--- config.mk ---
export PLATFORM = sky130hd
export DESIGN_NAME = tlb_miss_queue
export DESIGN_NICKNAME = d
export VERILOG_FILES = /design/src/rtl/tlb_miss_queue.sv
export SDC_FILE = /design/constraint.sdc
export NUM_CORES = 1
export LEC_CHECK = 0
export BUFFER_PORTS_ARGS = -buffer_cell sky130_fd_sc_hd__buf_2
export CORE_MARGIN = 2
export CORE_UTILIZATION = 25
export DETAILED_ROUTE_END_ITERATION = 16
export PLACE_DENSITY = 0.51
export SYNTH_ARGS = -nofsm -noshare
export SYNTH_HDL_FRONTEND = slang
export SYNTH_SLANG_ARGS = --single-unit
--- constraint.sdc ---
create_clock -name clk -period 10.51 [get_ports clk]
set_input_delay 2.102 -clock clk [delete_from_list [all_inputs] [get_ports clk]]
set_output_delay 2.102 -clock clk [all_outputs]
set_load 0.02 [all_outputs]
--- src/rtl/tlb_miss_queue.sv ---
// tlb_miss_queue: miss buffer between one L1 TLB and the L2 TLB request port.
// It collects L1 misses and merges duplicates by VPN. It issues one L2 request
// at a time, oldest first. It broadcasts a one-cycle refill when the in-flight
// VPN returns.
//
// Handshakes: a miss is taken in any cycle where miss_valid & miss_ready.
// miss_ready is combinational and does not depend on miss_valid. An L2
// request transfers in any cycle where l2_req & l2_ready. The request
// fields stay stable while l2_req=1 and l2_ready=0. A response has no ready
// and is consumed only when its VPN matches the in-flight entry.
module tlb_miss_queue #(
  parameter int ENTRIES = 4,
  parameter int VPN_W   = 27,
  parameter int PPN_W   = 44,
  parameter int SRC_W   = 2
) (
  input  logic                         clk,
  input  logic                         rst,
  input  logic                         flush,
  input  logic                         miss_valid,
  input  logic [VPN_W-1:0]             miss_vpn,
  input  logic [SRC_W-1:0]             miss_src,
  output logic                         miss_ready,
  output logic                         l2_req,
  output logic [VPN_W-1:0]             l2_req_vpn,
  output logic [SRC_W-1:0]             l2_req_src,
  input  logic                         l2_ready,
  input  logic                         l2_rsp_valid,
  input  logic [VPN_W-1:0]             l2_rsp_vpn,
  input  logic [PPN_W-1:0]             l2_rsp_ppn,
  input  logic                         l2_rsp_exception,
  output logic                         refill_valid,
  output logic [VPN_W-1:0]             refill_vpn,
  output logic [PPN_W-1:0]             refill_ppn,
  output logic                         refill_exception,
  output logic [$clog2(ENTRIES):0]     pending,
  output logic [2*ENTRIES-1:0]         state_dbg
);

  localparam int IW = $clog2(ENTRIES);
  localparam int AW = IW + 1;

  typedef enum logic [1:0] {
    ST_FREE     = 2'd0,
    ST_WAIT     = 2'd1,
    ST_INFLIGHT = 2'd2
  } entry_state_e;

  entry_state_e     state_q [ENTRIES];
  entry_state_e     state_n [ENTRIES];
  logic [VPN_W-1:0] vpn_q   [ENTRIES];
  logic [SRC_W-1:0] src_q   [ENTRIES];
  logic [AW-1:0]    age_q   [ENTRIES];
  logic [AW-1:0]    age_cnt_q;

  logic          match, any_free, any_wait, any_inflight;
  logic [IW-1:0] free_idx, oldest_idx, infl_idx;
  logic [AW-1:0] rel_age, best_rel;
  logic [AW-1:0] pending_n;
  logic          alloc, issue, rsp_hit;

  // Scan entries: VPN match, lowest free slot, in-flight slot, and oldest waiter.
  // Age is taken relative to the allocation counter. The live ages span at most
  // ENTRIES values below it, so the smallest wrapped difference is the oldest.
  always_comb begin
    match        = 1'b0;
    any_free     = 1'b0;
    any_wait     = 1'b0;
    any_inflight = 1'b0;
    free_idx     = '0;
    oldest_idx   = '0;
    infl_idx     = '0;
    rel_age      = '0;
    best_rel     = '0;
    for (int i = 0; i < ENTRIES; i++) begin
      if (state_q[i] == ST_FREE) begin
        if (!any_free) free_idx = IW'(i);
        any_free = 1'b1;
      end else if (vpn_q[i] == miss_vpn) begin
        match = 1'b1;
      end
      if (state_q[i] == ST_INFLIGHT) begin
        any_inflight = 1'b1;
        infl_idx     = IW'(i);
      end
      if (state_q[i] == ST_WAIT) begin
        rel_age = age_q[i] - age_cnt_q;
        if (!any_wait || rel_age < best_rel) begin
          best_rel   = rel_age;
          oldest_idx = IW'(i);
        end
        any_wait = 1'b1;
      end
    end
  end

  // Handshake decode and request presentation from the stored entry fields.
  always_comb begin
    miss_ready = !flush && (match || any_free);
    alloc      = miss_valid && !flush && !match && any_free;
    l2_req     = !flush && !any_inflight && any_wait;
    l2_req_vpn = vpn_q[oldest_idx];
    l2_req_src = src_q[oldest_idx];
    issue      = l2_req && l2_ready;
    rsp_hit    = l2_rsp_valid && any_inflight && (l2_rsp_vpn == vpn_q[infl_idx]);
  end

  // Per-entry next state and the occupancy count it implies.
  always_comb begin
    pending_n = '0;
    state_dbg = '0;
    for (int i = 0; i < ENTRIES; i++) begin
      state_n[i] = state_q[i];
      if (flush) begin
        state_n[i] = ST_FREE;
      end else begin
        if (alloc && free_idx == IW'(i))   state_n[i] = ST_WAIT;
        if (issue && oldest_idx == IW'(i)) state_n[i] = ST_INFLIGHT;
        if (rsp_hit && infl_idx == IW'(i)) state_n[i] = ST_FREE;
      end
      if (state_n[i] != ST_FREE) pending_n = pending_n + AW'(1);
      state_dbg[2*i +: 2] = state_q[i];
    end
  end

  // Entry state register and occupancy count.
  always_ff @(posedge clk or posedge rst) begin
    if (rst) begin
      for (int i = 0; i < ENTRIES; i++) state_q[i] <= ST_FREE;
      pending <= '0;
    end else begin
      for (int i = 0; i < ENTRIES; i++) state_q[i] <= state_n[i];
      pending <= pending_n;
    end
  end

  // Entry payload and age tag; written only when a slot is allocated.
  always_ff @(posedge clk or posedge rst) begin
    if (rst) begin
      for (int i = 0; i < ENTRIES; i++) begin
        vpn_q[i] <= '0;
        src_q[i] <= '0;
        age_q[i] <= '0;
      end
      age_cnt_q <= '0;
    end else if (alloc) begin
      vpn_q[free_idx] <= miss_vpn;
      src_q[free_idx] <= miss_src;
      age_q[free_idx] <= age_cnt_q;
      age_cnt_q       <= age_cnt_q + AW'(1);
    end
  end

  // Refill pulse one cycle after a matching response; a flush cancels it.
  always_ff @(posedge clk or posedge rst) begin
    if (rst) begin
      refill_valid     <= 1'b0;
      refill_vpn       <= '0;
      refill_ppn       <= '0;
      refill_exception <= 1'b0;
    end else begin
      refill_valid <= rsp_hit && !flush;
      if (rsp_hit) begin
        refill_vpn       <= l2_rsp_vpn;
        refill_ppn       <= l2_rsp_ppn;
        refill_exception <= l2_rsp_exception;
      end
    end
  end

endmodule

=== Yosys cells after proc, flatten, opt, wreduce, memory -nomap -nowiden ===
Cells that the tools add are included.
Widths: inputs -> output; s select.

* Register bits after elaboration: 215
* Bits of input ports: 107
* Output and inout bits: 115
* Word-level logic and storage cells: 184

* Add/subtract/negate cells: 8
* Order comparisons: 7
* Eq/ne operators: 22
* Mux-type cells: 78
* Bitwise gates (word level): 3
* Reductions and logical operators: 44

{| class="wikitable"
|+ Operators with widths
! kind !! number
|-
| $eq 27x27->1 || 5
|-
| $mux 27 || 5
|-
| $bmux 27 s2 || 2
|-
| $bwmux 108 || 1
|-
| $mux 2 || 29
|-
| $demux 27 s2 || 1
|-
| $mux 3 || 9
|-
| $mux 1 || 26
|-
| $logic_and 1x1->1 || 23
|-
| $eq 2x2->1 const B || 10
|-
| $eq 2x1->1 const B || 7
|-
| $logic_not 2->1 || 7
|-
| $add 3x1->3 const B || 4
|-
| $bwmux 12 || 1
|-
| $sub 3x3->3 || 4
|-
| $ge 3x3->1 const B || 3
|-
| $lt 3x3->1 || 3
|-
| $not 2->3 || 3
|-
| $bwmux 8 || 1
|-
| $reduce_bool 2->1 || 4
|-
| $demux 3 s2 || 1
|-
| $logic_not 1->1 || 6
|-
| $bmux 2 s2 || 1
|-
| $demux 2 s2 || 1
|-
| other kinds (2) || 5
|}

=== Logic depth before layout (Yosys ltp) ===
Gate-level depths: netlist (run 1).

* Depth after elaboration: 27
* Mapped depth: 29
* Depth with buffers taken out: 25

=== Worst setup path after synthesis (run 1) ===
Ideal clock, no wire load.

* Path kind: register to output
* Start: reg age_cnt_q[0]
* End: out l2_req_src[0]
* Arrival: 5.717 ns
* Data required time: 8.408 ns
* Slack: 2.691 ns
* Stages on the path, launching flop included: 28
* Path buffers: 5
* Cells stage by stage: dfrtp_1 ha_1 inv_1 fa_1 xor2_1 xnor2_1 nand2_1 ha_1 a21oi_1 o21ai_1 clkbuf_1 mux2i_1 ha_1 a21o_1 a21boi_0 nand2b_1 clkbuf_1 clkbuf_1 nand2_1 o21ai_0 ha_1 o2111ai_1 o211ai_1 a21boi_1 nor3_1 clkbuf_1 clkbuf_1 a221o_1

* Longest elaborated chain between the ends: 18
* Elaborated cells on any way between the ends: 25
* Classes of those cells: 4 x add/sub; 3 x order compare; 14 x mux; 1 x bitwise; 3 x reduce/logical

{| class="wikitable"
|+ RTL lines
! what !! RTL line !! RTL
|-
| start: declaration || 54 || <nowiki>logic [AW-1:0] age_cnt_q;</nowiki>
|-
| start signal: assignment || 150 || <nowiki>age_cnt_q <= age_cnt_q + AW'(1);</nowiki>
|-
| $sub 3x3->3 || 87 || <nowiki>rel_age = age_q[i] - age_cnt_q;</nowiki>
|-
| $mux 3 || 86 || <nowiki>if (state_q[i] == ST_WAIT) begin</nowiki>
|-
| $lt 3x3->1 || 88 || <nowiki>if (!any_wait || rel_age < best_rel) begin</nowiki>
|-
| $logic_or 1x1->1 || 88 ||
|-
| $mux 3 || 88 ||
|-
| $mux 3 || 86 ||
|-
| $lt 3x3->1 || 88 ||
|-
| $logic_or 1x1->1 || 88 ||
|-
| $mux 3 || 88 ||
|-
| $mux 3 || 86 ||
|-
| $lt 3x3->1 || 88 ||
|-
| $logic_or 1x1->1 || 88 ||
|-
| $mux 2 || 88 ||
|-
| $mux 2 * || 86 ||
|-
| $not 2->3 (implied by the code) * || 103 || <nowiki>l2_req_src = src_q[oldest_idx];</nowiki>
|-
| $bmux 2 s2 * || 103 ||
|-
| $mux 2 (implied by the code) * (2 in a row) || 103 ||
|-
| end: declaration || 26 || <nowiki>output logic [SRC_W-1:0] l2_req_src,</nowiki>
|}

Mark *: on every way between the ends. The rest lies on a longest branch, timed or not. The select of a mux whose other input is x is not followed.

=== Worst setup path after layout (run 1) ===
* Start: reg age_cnt_q[0]
* End: out l2_req_vpn[25]

* Longest elaborated chain between the ends: 18
* Elaborated cells on any way between the ends: 25
* Classes of those cells: 4 x add/sub; 3 x order compare; 14 x mux; 1 x bitwise; 3 x reduce/logical

{| class="wikitable"
|+ RTL lines
! what !! RTL line !! RTL
|-
| $sub 3x3->3 || 87 ||
|-
| $mux 3 || 86 ||
|-
| $lt 3x3->1 || 88 ||
|-
| $logic_or 1x1->1 || 88 ||
|-
| $mux 3 || 88 ||
|-
| $mux 3 || 86 ||
|-
| $lt 3x3->1 || 88 ||
|-
| $logic_or 1x1->1 || 88 ||
|-
| $mux 3 || 88 ||
|-
| $mux 3 || 86 ||
|-
| $lt 3x3->1 || 88 ||
|-
| $logic_or 1x1->1 || 88 ||
|-
| $mux 2 || 88 ||
|-
| $mux 2 * || 86 ||
|-
| $not 2->3 (implied by the code) * || 102 || <nowiki>l2_req_vpn = vpn_q[oldest_idx];</nowiki>
|-
| $bmux 27 s2 * || 102 ||
|-
| $mux 27 (implied by the code) * (2 in a row) || 102 ||
|-
| end: declaration || 25 || <nowiki>output logic [VPN_W-1:0] l2_req_vpn,</nowiki>
|}

Marks and branches as above.

==> impl_metrics.tcl, run 1 <==
set metrics [dict create \
    status "complete, no violations" \
    min_period_ns 8.70 \
    dp_slack_ns 2.37 \
    worst_setup_path_start_kind "flip-flop" \
    path_depth 25 \
    maxSlewViolCount 0 \
    cpMaxStageDelayCell "dfrtp_1" \
    crit_arrival_ns 6.60 \
    p_leak_uw 0.00732 \
    setup_tns_ns 0 \
    pwr-share-comb_pct 27.3 \
    p_per_area_nw_per_um2 182 \
    rsz0062_at_grt "false" \
    dieArea_um2 53100 \
    crit_top_cell "ha_1" \
    dpl.hpwl_um 34800 \
    power.switching_uw 961 \
    clockPowerShare_pct 33.2 \
    portBuffers 221 \
    finalHoldViolCount 0 \
    antenna_found_initial 3 \
    max_stage_delay_ns 0.53 \
    syn-instance-count 1155 \
    gp_congestion 0.953 \
    r2r_slack_ns 4.49 \
    clock.fmax_mhz 115 \
    synth_cell_type_count 70 \
    seqPwrFrac_pct 39.4 \
    cts-resized-gates 0 \
    crit_path_end_kind "output pin" \
    hold_path_end "refill_ppn[31]$_DFFE_PP0P_" \
    yosysWarnings 0 \
    worstPathRequired_ns 8.41 \
    finalWirelength_um 47300 \
    fin_ws_ns 1.81 \
    fin_crit_sh_pct 82.8 \
    synth_fp_nets 1280 \
    clockBufferDepth 3 \
    timing.rr.end "pending[1]$_DFF_PP0_" \
    min_from "refill_ppn[31]$_DFFE_PP0P_" \
    die_x_um 230 \
    critPathBufInv 5 \
    synth_flop_cell "dfrtp_1" \
    r2r-start "state_dbg[2]$_DFF_PP0_" \
    crit_fanout 36 \
    dp_cells 1979 \
    crit_type "flip-flop to output pin" \
    swShare_pct 34.5 \
    drt-vias-per-instance 5.07 \
    synth_area_um2 12800 \
    skew_ns 0.0231 \
    cts_inserted_buffers 27 \
    grt_usage_pct 17.4 \
    max_slew_margin_pct 22.7 \
    root_buffer "clkbuf_16" \
    holdWs_ns 0.504 \
    worstMarginPinSlew_ns 1.15 \
    grt_max_degree 151 \
    start_util_pct 25.4 \
    ir_worst_vdd_uv 105 \
    instances_no_fill 2026 \
    setup_viol 0 \
    ys_seq_elements 215 \
    synth-edff-count 0 \
    dr.pass1.iters 5 \
    h-tree-depth 1 \
    wire_per_inst_um 23.4 \
    io_pins 222 \
    nets 1461 \
    drt_iter0_drc 867 \
    power.internal_uw 1830 \
    row_count 82 \
    async_flop_share_pct 100 \
    clk_latency_ns 0.56 \
    drc 0 \
    drive_above_1_share_pct 36.7 \
    vias 10300 \
    ant_nets 0 \
    syn_area_per_cell_um2 11.1 \
    grt_pass1_wl_um 69600 \
    path_clk_slew_ns 0.06 \
    maxCapViolCount 0 \
    yosysSeqAreaShare_pct 42.0 \
    whs_path_depth 1 \
    r2r_cells 15 \
    cts_tree "done" \
    cts_sinks 215 \
    post_cts_buffers 0 \
    grt_overflow_total 0 \
    synthToLayoutAreaGrowth_pct 19.7 \
    hold_path_class "flip-flop to flip-flop" \
    core_area_um2 50400 \
    grt_pass1_vias 10200 \
    cts_hold_buf 0 \
    path_delay_family "adder cells" \
    die_h_um 230 \
]
## cells in the mapped netlist (14+ instances only)
master,n,area (um^2)
xor2_1,85,744
nor2_1,22,82.6
a221o_1,31,310
nor4_1,26,163
ha_1,14,175
dfrtp_1,215,5380
nand3_1,39,195
clkbuf_1,58,218
a21oi_1,59,295
inv_1,36,135
nand2_1,77,289
nor3_1,15,75.1
xnor2_1,47,412
mux2i_1,19,190
buf_2,16,80.1
mux2_2,127,1430
mux2_4,71,1070
o21ai_0,33,165
## how the worst max path moves through the flow
stage	startpoint	to	slack, ns
global placement	age_cnt_q[0]$_DFFE_PP0P_	l2_req_vpn[25]	2.52
CTS	age_cnt_q[0]$_DFFE_PP0P_	l2_req_vpn[25]	1.76
global route	age_cnt_q[0]$_DFFE_PP0P_	l2_req_vpn[25]	1.13
finish	age_cnt_q[0]$_DFFE_PP0P_	l2_req_vpn[25]	1.81
detailed placement	age_cnt_q[0]$_DFFE_PP0P_	l2_req_vpn[25]	2.37
floorplan	rst	age_cnt_q[0]$_DFFE_PP0P_	2.53
## logic make-up (layout without fill, tap and decap cells)
kind of cell / after synthesis / after routing / synth area share [%]
simple gates: 243 / 243 / 9.99
mux: 217 / 217 / 21.0
flops: 215 / 215 / 42.0
compound gates: 209 / 209 / 11.3
xor+xnor: 132 / 132 / 9.03
buf+inv: 121 / 319 / 4.71
fa+ha+maj: 18 / 18 / 1.99
other cells: 0 / 1 / 0
## cells in the final DEF (no fill, tap or decap), types with 33 or more instances in the layout
master / n
buf_2: 221
xnor2_1: 47
o21ai_0: 33
inv_1: 35
xor2_1: 85
mux2_4: 71
mux2_2: 127
dfrtp_1: 215
a21oi_1: 59
nand2_1: 77
nand3_1: 39
## per-stage QoR
step	util [%]	cell area, um^2	total power, uW
after floorplan	-	12800	1590
after global placement	28.7	14500	1870
after detailed placement	28.7	14500	1870
after CTS	30.4	15300	2820
after global routing	30.4	15300	2950
final	30.4	15300	2790
## flip-flops by register name, summed over array words and instances, names as in the netlist
register          count
pending               3
refill_ppn           44
age_cnt_q             3
vpn_q               108
refill_exception      1
src_q                 8
age_q                12
refill_valid          1
state_dbg             8
refill_vpn           27
## power by group through the flow
stage               logic, uW  registers, uW  clock network (uW)
floorplan                 549           1040                   0
global placement          763           1110                   0
detailed placement        763           1110                   0
CTS                       769           1090                 956
global route              846           1110                 987
finish                    762           1100                 927
## area by class of cell
cell class / instances / area [um^2]
Sequential cell: 215 / 5380
Fill cell: 5214 / 35000
Multi-Input combinational cell: 819 / 6880
Antenna cell: 1 / 2.50
Timing Repair Buffer: 237 / 1230
Tap cell: 672 / 841
Clock inverter: 11 / 120
Clock buffer: 35 / 746
Inverter: 36 / 143
## layer usage
metal	share of wire [%]	vias to the layer above	wire length, um	GRT usage [%]
met4	2.7	4	1270	5.34
met3	7.3	81	3440	3.06
met1	45	5171	21300	24.3
li1	-	4558	-	-
met2	45	448	21300	27.4
met5	0.046	-	22	0
Note: power is estimated with default switching activity, not from simulation.
==> run 2, diff against run 1 <==
- ABC_AREA: default -> 1
- clock period: 10.51 -> 8.6 ns (I/O delays scaled with it)
==> impl_metrics.tcl, run 2 <==
set metrics [dict create \
    mostFrequentLayoutCells "nand2_1, o21ai_0, buf_2, dfrtp_1, inv_1" \
    fin_ws_ns 0.526 \
    final_common_cell "nand2_1" \
    die_x_um 224 \
    worstPathRequired_ns 6.88 \
    synth-simple-area-share_pct 16.3 \
    clockBufferDepth 3 \
    syn-instance-count 1442 \
    synth_fa_ha_area_share_pct 2.12 \
    grt_pass1_vias 11000 \
    crit_top_cell "nand2_1" \
    start_util_pct 25.3 \
    h-tree-depth 1 \
    fillers 5068 \
    synth_top_cell_by_area "dfrtp_1" \
    grt_pass1_wl_um 71400 \
    crit_path_end_kind "output pin" \
    antenna_found_initial 6 \
    worst_setup_path_start_kind "flip-flop" \
    skew_ns 0.0113 \
    post_cts_buffers 0 \
    largest-register "vpn_q" \
    min_period_ns 8.07 \
    die_h_um 224 \
    crit_arrival_ns 6.35 \
    dr.pass1.iters 8 \
    synth_area_um2 12100 \
    largest_reg_flops 108 \
    fin_crit_sh_pct 93.9 \
    postLayoutCoreUtil_pct 30.7 \
    rsz0062_at_grt "false" \
    yosysWarnings 0 \
    dieArea_um2 50000 \
    p_per_area_nw_per_um2 229 \
    finalWirelength_um 48300 \
    clk_latency_ns 0.56 \
    top_regs "vpn_q x108, refill_ppn x44, refill_vpn x27" \
    drc 0 \
    yosysSeqAreaShare_pct 44.6 \
    synth_cell_type_count 44 \
    path_clk_slew_ns 0.06 \
    maxCapViolCount 0 \
    synth_top_area_share_pct 44.6 \
    gp_congestion 0.923 \
    muxShareOfSynthArea_pct 5.72 \
    synth_most_common_cell "nand2_1" \
    synth_area_leaders "dfrtp_1, nand2_1, o21ai_0" \
    cpMaxStageDelayCell "o21ai_0" \
    drt-vias-per-instance 4.99 \
    vias 11300 \
    syn_area_per_cell_um2 8.37 \
    synth-xor-area-share_pct 3.85 \
    ant_nets 0 \
    cts_tree "done" \
    seqCellArea_um2 5380 \
    synthToLayoutAreaGrowth_pct 21.4 \
    nets 1757 \
    dp_slack_ns 0.918 \
    max_slew_margin_pct 39.4 \
    cts_sinks 215 \
    maxSlewViolCount 0 \
    finalHoldViolCount 0 \
    setup_tns_ns 0 \
    ys_seq_elements 215 \
    crit_fanout 19 \
    grt_max_degree 98 \
    ys_top_cells_by_count "nand2_1, o21ai_0, dfrtp_1, inv_1, o22ai_1" \
    synth_compound_area_share_pct 18.5 \
    crit_type "flip-flop to output pin" \
    async_flop_share_pct 100 \
    drt_iter0_drc 1142 \
    synth_flop_cell "dfrtp_1" \
    synth_fp_nets 1567 \
    grt_usage_pct 18.8 \
    worstMarginPinSlew_ns 0.909 \
    max_stage_delay_ns 0.51 \
    multiInputGateArea_um2 5640 \
    cts_inserted_buffers 25 \
    drive_above_1_share_pct 21.7 \
    grt_overflow_total 0 \
    row_count 80 \
    p_leak_uw 0.00751 \
    status "complete, no violations" \
    setup_viol 0 \
    ir_worst_vdd_uv 121 \
    synth_top_family_by_area "compound AO/OA/AOI/OAI gates" \
    clock.fmax_mhz 124 \
    core_area_um2 47600 \
    hold_path_class "flip-flop to flip-flop" \
    root_buffer "clkbuf_16" \
    dpl.hpwl_um 35600 \
    synth-edff-count 0 \
    portBuffers 221 \
    io_pins 222 \
    wire_per_inst_um 21.3 \
]
[run 2: final cells by class]
type,instances,area share [%]
clock inverters,8,0.983
repair buffers,231,8.07
clock buffers,38,5.36
well taps,615,5.26
inverters,194,5.02
diodes,4,0.0684
flip-flops and latches,215,36.7
multi-input cells,965,38.5
[run 2: kinds of logic after synthesis]
kind of cell    count (synthesis)
simple gates                  465
buf+inv                       262
fa+ha+maj                      18
xor+xnor                       53
mux                            46
flops                         215
compound gates                383
[run 2: per-layer routing]
metal	vias to the layer above	wire length, um	track usage, %
met5	-	29	0
met4	6	1900	7.59
met3	104	4600	4.41
met2	578	22000	30.5
met1	5407	19700	24.2
li1	5228	-	-
[run 2: what timing repair did]
item / 4_1_cts / 5_1_grt
resized for setup: 0 / 4
setup endpoints to repair: 0 / 12
hold buffers: 0 / 0
[run 2: final timing paths]
path / startpoint / to / slack, ns / cells past startpoint
max: age_cnt_q[0]$_DFFE_PP0P_ / l2_req_vpn[0] / 0.53 / 29
min: refill_vpn[6]$_DFFE_PP0P_ / refill_vpn[6]$_DFFE_PP0P_ / 0.48 / 2
max reg2reg: age_cnt_q[0]$_DFFE_PP0P_ / pending[1]$_DFF_PP0_ / 1.79 / 42
min reg2reg: refill_vpn[6]$_DFFE_PP0P_ / refill_vpn[6]$_DFFE_PP0P_ / 0.48 / 2
max in group asynchronous: rst / refill_ppn[16]$_DFFE_PP0P_ / 5.96 / 3
min in group asynchronous: rst / vpn_q[12]$_DFFE_PP0P_ / 1.26 / 2
[run 2: power by group]
group	internal [uW]	switching [uW]	leakage [uW]
clock	746	452	0.000462
sequential	1130	159	0.00289
combinational	308	558	0.00416
[run 2: worst max-delay path: cells and delay by family (launching register included)]
family / cells / cell delay, ns
adder cells (fa/ha/maj): 5 / 1.36
AND/OR/NAND/NOR: 14 / 1.72
AO/OA/AOI/OAI: 6 / 1.51
buffers and inverters: 4 / 0.68
flip-flops: 1 / 0.49
[run 2: stage by stage]
stage	power, uW	instance area (um^2)	cells	hold slack, ns
after floorplan	1810	12100	1442	0.448
after global placement	2150	13700	2220	0.462
after detailed placement	2160	13700	2220	0.468
after CTS	3380	14600	2266	0.483
after global routing	3550	14600	2267	0.497
final	3360	14600	2270	0.477
==> run 3, diff against run 2 <==
- CORE_UTILIZATION: 25 -> 55
- PLACE_DENSITY: 0.51 -> 0.88
==> impl_metrics.tcl, run 3 (synthesized netlist as in run 2, its figures left out) <==
set metrics [dict create \
    status "complete, no violations" \
    drive_above_1_share_pct 21.5 \
    max_slew_margin_pct 34.4 \
    clk_latency_ns 0.53 \
    largest_reg_flops 108 \
    grt_usage_pct 38.0 \
    r2r_cells 41 \
    hold_path_class "flip-flop to flip-flop" \
    worstMarginPinSlew_ns 0.983 \
    largest-register "vpn_q" \
    finalHoldViolCount 0 \
    postLayoutCoreUtil_pct 65.2 \
    worstPathRequired_ns 6.88 \
    fin_ws_ns 0.593 \
    vias 11700 \
    antenna_found_initial 5 \
    grt_pass1_vias 11400 \
    p_leak_uw 0.00747 \
    drt-vias-per-instance 6.08 \
    cts_tree "done" \
    ir_worst_vdd_uv 175 \
    drc 0 \
    cts_inserted_buffers 24 \
    max_stage_delay_ns 0.50 \
    row_count 54 \
    maxCapViolCount 0 \
    rsz0062_at_grt "false" \
    maxSlewViolCount 0 \
    gp_congestion 1.01 \
    finalPower_uw 3280 \
    crit_arrival_ns 6.29 \
    mostFrequentLayoutCells "nand2_1, o21ai_0, buf_2, dfrtp_1, inv_1" \
    nets 1755 \
    setup_tns_ns 0 \
    die_h_um 152 \
    cts-resized-gates 0 \
    critPathBufInv 6 \
    portBuffers 221 \
    ant_nets 0 \
    whs_path_depth 2 \
    synthToLayoutAreaGrowth_pct 17.3 \
    setup_viol 0 \
    crit_type "flip-flop to output pin" \
    post_cts_buffers 0 \
    wire_per_inst_um 23.4 \
    clockBufferDepth 3 \
    final_common_cell "nand2_1" \
    fin_crit_sh_pct 93.1 \
    path_depth 33 \
    skew_ns 0.0120 \
    p_per_area_nw_per_um2 231 \
    die_x_um 152 \
    grt_max_degree 142 \
    crit_fanout 30 \
    io_pins 222 \
    min_period_ns 8.01 \
    dp_slack_ns 0.916 \
    path_delay_family "simple AND/OR/NAND/NOR gates" \
    top_regs "vpn_q x108, refill_ppn x44, refill_vpn x27" \
    fillers 1781 \
    crit_path_end_kind "output pin" \
    root_buffer "clkbuf_16" \
    crit_top_cell "nand2_1" \
    grt_overflow_total 0 \
    cpMaxStageDelayCell "dfrtp_1" \
    start_util_pct 55.6 \
    dieArea_um2 23100 \
    cts_sinks 215 \
    h-tree-depth 1 \
    dpl.hpwl_um 32300 \
    worst_setup_path_start_kind "flip-flop" \
    core_area_um2 21700 \
    dr.pass1.iters 6 \
    cts_hold_buf 0 \
    path_clk_slew_ns 0.06 \
    finalWirelength_um 45100 \
    clock.fmax_mhz 125 \
    drt_iter0_drc 1360 \
    grt_pass1_wl_um 68200 \
]
## run 3: changes by cell type in the layout (fill, tap and decap cells not counted), sizes merged
cell / before / now
buf: 231 / 230
bufinv: 4 / 3
clkbuf: 38 / 35
clkinv: 5 / 6
clkinvlp: 0 / 1
inv: 193 / 192
## run 3: metal layers
| metal | up-vias | routed length, um | global-route usage [%] |
|---|---|---|---|
| met5 | - | 17 | 0 |
| met4 | 2 | 2640 | 18.9 |
| met3 | 170 | 4980 | 8.84 |
| met2 | 801 | 20700 | 60.3 |
| met1 | 5556 | 16800 | 49.2 |
| li1 | 5215 | - | - |
## run 3: where the power goes
part / internal, uW / total [uW] / switching (uW)
Sequential: 1130 / 1300 / 165
Clock: 693 / 1130 / 438
Combinational: 307 / 846 / 539
## run 3: worst paths after layout
check	start	to	slack (ns)
min reg2reg	age_q[6]$_DFFE_PP0P_	age_q[6]$_DFFE_PP0P_	0.49
max	age_cnt_q[0]$_DFFE_PP0P_	l2_req_vpn[1]	0.59
min	age_q[6]$_DFFE_PP0P_	age_q[6]$_DFFE_PP0P_	0.49
max in group asynchronous	rst	vpn_q[103]$_DFFE_PP0P_	5.58
min in group asynchronous	rst	refill_ppn[3]$_DFFE_PP0P_	1.44
max reg2reg	age_cnt_q[0]$_DFFE_PP0P_	pending[1]$_DFF_PP0_	1.77
## run 3: tightest hold or removal path, delay by kind of cell, from the launching register on
family	cells	cell delay [ns]
AO/OA/AOI/OAI	1	0.06
flip-flops	1	0.34
AND/OR/NAND/NOR	1	0.05
## run 3: layout make-up
class	count	area [um^2]	share of cell area, %
timing repair buffer	230	1170	8.29
clock inverter	8	118	0.831
sequential	215	5380	38.0
multi-input combinational	965	5630	39.8
clock buffer	35	753	5.32
tap	280	350	2.48
inverter	194	736	5.20
antenna	4	10.0	0.0707
## run 3: per-stage QoR
step / std cells / area [um^2] / hold slack (ns)
floorplan: 1442 / 12100 / 0.448
global placement: 1884 / 13300 / 0.462
detailed placement: 1884 / 13300 / 0.469
CTS: 1927 / 14100 / 0.488
global route: 1930 / 14100 / 0.504
finish: 1931 / 14200 / 0.485
